## src/rtl/ifetch_pkg.sv

```systemverilog
// ifetch_pkg: shared opcode constants, FSM state encoding and immediate-opcode decode
package ifetch_pkg;
    localparam logic [2:0] OP_ADD = 3'b000;
    localparam logic [2:0] OP_SUB = 3'b001;
    localparam logic [2:0] OP_MV  = 3'b010;
    localparam logic [2:0] OP_MVI = 3'b011;
    localparam logic [2:0] OP_JMP = 3'b100;
    localparam logic [2:0] OP_CMP = 3'b101;
    localparam logic [2:0] OP_JGE = 3'b110;
    localparam logic [2:0] OP_JLE = 3'b111;

    typedef enum logic [2:0] {
        S_IDLE      = 3'd0,
        S_FETCH     = 3'd1,
        S_WAIT_I    = 3'd2,
        S_FETCH_IMM = 3'd3,
        S_WAIT_M    = 3'd4,
        S_EXEC      = 3'd5
    } state_t;

    function automatic logic has_imm(input logic [2:0] op);
        return (op == OP_MVI) || (op == OP_JMP) || (op == OP_JGE) || (op == OP_JLE);
    endfunction
endpackage

```

## src/rtl/ifetch_pc.sv

```systemverilog
// ifetch_pc: program counter with load-over-increment priority, wraps modulo 2^AW
module ifetch_pc #(
    parameter int             AW       = 8,
    parameter logic [AW-1:0]  RESET_PC = '0
) (
    input  logic          clk,
    input  logic          Resetn,
    input  logic          inc,
    input  logic          ld,
    input  logic [AW-1:0] ld_val,
    output logic [AW-1:0] pc
);
    logic [AW-1:0] pc_q, pc_d;

    // next pc: jump target wins over the increment
    always_comb pc_d = ld ? ld_val : (inc ? pc_q + AW'(1) : pc_q);

    // pc register
    always_ff @(posedge clk)
        if (!Resetn) pc_q <= RESET_PC;
        else         pc_q <= pc_d;

    assign pc = pc_q;
endmodule

```

## src/rtl/ifetch_seq.sv

```systemverilog
// ifetch_seq: instruction fetch sequencer feeding ir/imm to the control unit
module ifetch_seq
    import ifetch_pkg::*;
#(
    parameter int             AW       = 8,
    parameter int             IW       = 9,
    parameter logic [AW-1:0]  RESET_PC = '0
) (
    input  logic          clk,
    input  logic          Resetn,
    input  logic          en,
    output logic [AW-1:0] mem_addr,
    output logic          mem_rd,
    input  logic [IW-1:0] mem_rdata,
    output logic [IW-1:0] ir,
    output logic [IW-1:0] imm,
    output logic          Run,
    input  logic          done,
    input  logic          jmp,
    output logic [AW-1:0] pc
);
    state_t        state_q, state_d;
    logic [IW-1:0] ir_q, ir_d, imm_q, imm_d;
    logic          run_q, run_d;
    logic          pc_inc, pc_ld;

    ifetch_pc #(.AW(AW), .RESET_PC(RESET_PC)) u_pc (
        .clk    (clk),
        .Resetn (Resetn),
        .inc    (pc_inc),
        .ld     (pc_ld),
        .ld_val (imm_q[AW-1:0]),
        .pc     (pc)
    );

    // sequencing: fetch word, optional immediate, then hold Run until done
    always_comb begin
        state_d = state_q;
        ir_d    = ir_q;
        imm_d   = imm_q;
        pc_inc  = 1'b0;
        pc_ld   = 1'b0;
        case (state_q)
            S_IDLE:      state_d = en ? S_FETCH : S_IDLE;
            S_FETCH:     state_d = S_WAIT_I;
            S_WAIT_I: begin
                ir_d    = mem_rdata;
                pc_inc  = 1'b1;
                state_d = has_imm(mem_rdata[IW-1 -: 3]) ? S_FETCH_IMM : S_EXEC;
            end
            S_FETCH_IMM: state_d = S_WAIT_M;
            S_WAIT_M: begin
                imm_d   = mem_rdata;
                pc_inc  = 1'b1;
                state_d = S_EXEC;
            end
            S_EXEC: begin
                pc_ld   = done & jmp;
                state_d = done ? (en ? S_FETCH : S_IDLE) : S_EXEC;
            end
            default:     state_d = S_IDLE;
        endcase
        run_d = (state_d == S_EXEC);
    end

    // state, instruction/immediate and registered Run
    always_ff @(posedge clk)
        if (!Resetn) begin
            state_q <= S_IDLE;
            ir_q    <= '0;
            imm_q   <= '0;
            run_q   <= 1'b0;
        end else begin
            state_q <= state_d;
            ir_q    <= ir_d;
            imm_q   <= imm_d;
            run_q   <= run_d;
        end

    assign mem_rd   = (state_q == S_FETCH) || (state_q == S_FETCH_IMM);
    assign mem_addr = pc;
    assign ir       = ir_q;
    assign imm      = imm_q;
    assign Run      = run_q;
endmodule

```

## config.mk

```make
export PLATFORM = sky130hd
export DESIGN_NAME = ifetch_seq
export DESIGN_NICKNAME = d
export VERILOG_FILES = /design/src/rtl/ifetch_pkg.sv /design/src/rtl/ifetch_pc.sv /design/src/rtl/ifetch_seq.sv
export SDC_FILE = /design/constraint.sdc
export NUM_CORES = 1
export LEC_CHECK = 0
export BUFFER_PORTS_ARGS = -buffer_cell sky130_fd_sc_hd__buf_2
export CAP_MARGIN = 40
export CORE_UTILIZATION = 40
export DETAILED_ROUTE_END_ITERATION = 10
export GPL_TIMING_DRIVEN = 0
export PLACE_DENSITY = 0.7
export SLEW_MARGIN = 30
export SYNTH_ARGS = -nofsm -noshare
export SYNTH_HDL_FRONTEND = slang
export SYNTH_HIERARCHICAL = 1
export SYNTH_SLANG_ARGS = --single-unit
```

## constraint.sdc

```tcl
create_clock -name clk -period 2.56 [get_ports clk]
set_clock_uncertainty 0.15 [all_clocks]
set_input_delay 0.512 -clock clk [delete_from_list [all_inputs] [get_ports clk]]
set_output_delay 0.512 -clock clk [all_outputs]
set_load 0.01 [all_outputs]
```

Word level (Yosys, flattened, before mapping)
Index checks and enable logic that the tools add are counted.

Register bits: 30. Input port bits: 14. Output and inout port bits: 36. Word-level logic and storage cells: 32.

Add/subtract/negate cells: 1. Eq/ne operators: 10. Muxes and demuxes: 8. Bitwise gates (word level): 1. Reduce and logical (&&, ||, !) cells: 7.

Operator list (number): $eq 3x3->1 const B (6); $pmux 3 s6 (1); $mux 8 (2); $eq 3x2->1 const B (3); $add 8x1->8 const B (1); $mux 3 (2); $logic_or 1x1->1 (4); $eq 3x1->1 const B (1); $logic_not 3->1 (1); $mux 1 (3); $reduce_bool 2->1 (1); $reduce_or 2->1 (1); $and 1x1->1 (1).

Longest topological paths before layout
Depth in word-level cells: 7. Depth in mapped cells: 7. Mapped depth without buffers: 5.

By module
Netlist, hierarchy kept.

Modules (own cells, without submodules): ifetch_seq (instances 1, cells each 92, area an instance 987.2 um^2, sequential area each 440.4 um^2); ifetch_pc (instances 1, cells each 55, area an instance 461.7 um^2, sequential area each 160.2 um^2).

Least setup slack after synthesis
OpenSTA, ideal clock, no wires.

Path kind: register to register. Start point: register state_q[2]. End point: register u_pc.pc_q[7], in the netlist u_pc/pc[7]. Data arrival time: 1.625 ns. Required time: 2.348 ns. Path slack: 0.723 ns. Cell stages (with the launch flop): 8. Cells stage by stage: dfxtp_1 nor3b_2 buf_6 or2_2 buf_4 nand3b_1 or4_1 nand3_1.

Cells in the longest elaborated chain, start to end: 4.

RTL lines: start: declaration (RTL line ifetch_seq.sv:22) `state_t state_q, state_d;`; start signal: assignment (RTL line ifetch_seq.sv:74) `state_q <= state_d;`; $eq 3x3->1 / $eq 3x2->1 (equally long branches) (RTL line ifetch_seq.sv:43) `case (state_q)`; $reduce_or 2->1 (no line) *; $mux 1 * (RTL line ifetch_seq.sv:43); net pc_inc (RTL line ifetch_seq.sv:25) `logic pc_inc, pc_ld;`; $reduce_bool 2->1 (no line) *; end signal: assignment (RTL line ifetch_pc.sv:21) `else pc_q <= pc_d;`; end: declaration (RTL line ifetch_pc.sv:13) `logic [AW-1:0] pc_q, pc_d;`.

Mark *: on every way through the listed nets, which the timed path passes. The rest lies on a longest branch. A chain may end at the register's enable or synchronous reset.

Final worst setup path
Ends and elaborated chain as after synthesis.

==> run_results.csv <==
group,metric,value,unit
yosys,synth_area,1450,µm²
sta,worst_pin_slew,396,ps
placed_design,placed_cell_area,1750,µm²
drt,wl,3100,µm
global_route,grt_start_max_net_pins,14,
finish,final_area,1820,µm²
setup_path,r2r_slack,530,ps
yosys,yosysWarningCount,6,
drt,vias,1221,
setup_path,r2r_start,"state_q[2]$_SDFF_PN0_",
yosys,synth_nets,162,
yosys,synth.area.top_cells,"dfxtp_1 41%, mux2i_1 14%, nor2b_1 8.6%, buf_4 4.7%, o21ai_0 3.1%",
sta,slew_headroom,0.735,
drt,drt-pass1-iter-count,5,
yosys,ys_seq_elements,30,
placed_design,gp_congestion,0.746,
yosys,yosysSeqAreaShare,0.415,
floorplan,initial_core_util,0.424,
global_route,grt_pass1_wl,5330,µm
yosys,syn_area_per_cell,9.86,µm²
yosys,yosys.area.top_type,"dfxtp_1",
global_route,overflow,0,
finish,layout-drive-gt1-share,0.373,
sta,period_needed,2030,ps
sta,fmax,492,MHz
yosys,synth_ff_type,"dfxtp_1",
power,comb_power_share,0.162,
clock_network,cts-root-buf,"clkbuf_4",
finish,fin_nets,218,
sta,rsz0062_at_grt,"no",
min_path,hold_end,"imm[1]$_SDFFE_PN0P_",
status,status,"finished, final reports clean",
placed_design,io_buffers,49,
setup_path,critPathCaptureType,"flop",
clock_network,h-tree-depth,2,
setup_path,critical_path.startpoint_type,"flop",
finish,antenna_cells,0,
sta,setup_viol,0,
clock_network,cts_setup_buffers,0,
clock_network,clock-sinks,30,
clock_network,clk_latency,350,ps
clock_network,cts_hold_buf,0,
floorplan,die_h,62.2,µm
global_route,grt_pass1_vias,1129,
placed_design,place_hpwl,2320,µm
power,clkPwrFrac,0.316,
drt,drt_iter0_drc,41,
power,seqPwrFrac,0.523,
floorplan,die_x,62.2,µm
clock_network,clock_path_buffers,2,
floorplan,die_area,3870,µm²
min_path,whs_path_depth,3,
sta,fin_tns_setup,0,ps
drt,detail-route-antenna-nets,0,
setup_path,rr_endpoint,"u_pc/pc[7]$_SDFFE_PN0P_",
yosys,syn_inst,147,
placed_design,place_inst,242,
sta,fin_hold_ws,279,ps
setup_path,critPathKind,"flop to flop",
min_path,hold_start,"mem_rdata[1]",
setup_path,worstPathMaxFanout,10,
sta,hold_violations,0,
yosys,synth_cell_types,34,
finish,syn2layout_area_growth,25.3,%
setup_path,critical_path_required,2700,ps
yosys,synthArstFlopShare,0,
clock_network,path_clk_slew,100,ps
finish,final_common_cell,"buf_2",
setup_path,reg2reg_depth,7,
setup_path,cp-startpoint,"state_q[2]$_SDFF_PN0_",
min_path,min_path_type,"primary input to flop",
clock_network,cts_inserted_buffers,5,
global_route,groute.usage.overall,0.177,
power,p_sw,0.000277,W
drt,vias_per_cell,4.88,
clock_network,cts_resized,0,
yosys,synth_edf_count,0,
power,internal_power,0.000704,W
floorplan,ios,50,
finish,final_util,0.532,
clock_network,cts_tree,"yes",
global_route,antenna_found_initial,0,
yosys,synth_top_area_share,0.415,
power,p_leak,0.814,nW
finish,finalNonFillerCells,250,
power,power_density,540,nW/µm²
floorplan,core-area,3420,µm²
sta,maxSlewViolCount,0,
drt,drc,0,
power,ir_drop,0.338,mV
floorplan,rows,21,
finish,layout.cells.most_common_list,"49 x buf_2, 30 x dfxtp_1, 20 x mux2i_1, 20 x nor2b_1",
setup_path,critPathArrivalTime,2170,ps
drt,routedWlPerCell,12.4,µm
power,switching_share,0.282,
sta,fin_crit_sh,0.793,
run,maxCapViolCount,0,
==> routing by layer <==
layer | vias up | GRT usage | part of all wire
met5 | - | 0 | 0
met4 | 0 | 0.105 | 0.024
met3 | 7 | 0.0404 | 0.060
met2 | 48 | 0.283 | 0.47
met1 | 550 | 0.218 | 0.45
li1 | 616 | - | -
==> sequential cells by signal, indices dropped and copies added (netlist names) <==
| signal | cells |
|---|---|
| u_pc/pc | 8 |
| Run | 1 |
| state_q | 3 |
| ir | 9 |
| imm | 9 |
==> worst max-delay path, stage by stage (launching register included) <==
cell      delay (ps)
dfxtp_1          450
nor3b_2          240
buf_6            190
or2_2            120
buf_4            150
nand3b_1          90
or4_1            480
nand3_1          100
==> worst max-delay path by stage <==
stage	endpoint	cells past startpoint
3_3_place_gp	u_pc/pc[7]$_SDFFE_PN0P_	7
6_report	u_pc/pc[7]$_SDFFE_PN0P_	7
4_1_cts	u_pc/pc[7]$_SDFFE_PN0P_	7
5_1_grt	u_pc/pc[7]$_SDFFE_PN0P_	7
3_5_place_dp	u_pc/pc[7]$_SDFFE_PN0P_	7
2_1_floorplan	u_pc/pc[7]$_SDFFE_PN0P_	7
==> power groups by stage <==
| stage | Clock [W] | Combinational [W] | Sequential, W |
|---|---|---|---|
| floorplan | 0 | 0.0000984 | 0.000527 |
| detailed placement | 0 | 0.000159 | 0.000523 |
| global route | 0.000343 | 0.000176 | 0.000517 |
| global placement | 0 | 0.000154 | 0.000521 |
| CTS | 0.000323 | 0.000160 | 0.000513 |
| finish | 0.000310 | 0.000158 | 0.000513 |
==> per-stage QoR <==
stage,setup WS [ps],total power [W]
6_report,529,0.000981
5_1_grt,394,0.00104
4_1_cts,518,0.000995
3_5_place_dp,543,0.000683
3_3_place_gp,618,0.000676
2_1_floorplan,723,0.000626
==> layout make-up <==
| type | instances | area (µm²) |
|---|---|---|
| buffer | 14 | 101 |
| multi-input combinational | 101 | 739 |
| inverter | 2 | 7.51 |
| fill | 338 | 1600 |
| clock inverter | 2 | 12.5 |
| timing repair buffer | 49 | 245 |
| tap | 46 | 57.6 |
| clock buffer | 6 | 51.3 |
| sequential | 30 | 601 |
==> cells by family (layout without fill, tap and decap cells) <==
kind of cell	Yosys count	in the layout	share of synthesized area
xor+xnor	4	4	0.0242
flops	30	30	0.415
simple gates	59	59	0.269
fa+ha+maj	1	1	0.00863
compound gates	17	17	0.0699
buf+inv	16	73	0.0751
mux	20	20	0.138
==> cells in the mapped netlist (2+ instances only) <==
master	count
o21ai_0	9
nor3b_1	4
a21oi_1	3
nor2b_1	20
dfxtp_1	30
o211ai_1	2
and2_1	3
nand2_1	6
nand3_1	5
o211a_1	2
inv_1	2
and2b_2	3
nand4_1	3
buf_6	2
or4_1	2
clkbuf_1	3
buf_4	9
mux2i_1	20
xor2_1	2
nor3b_2	2
xnor2_1	2
Power figures use the tool's default switching activity.
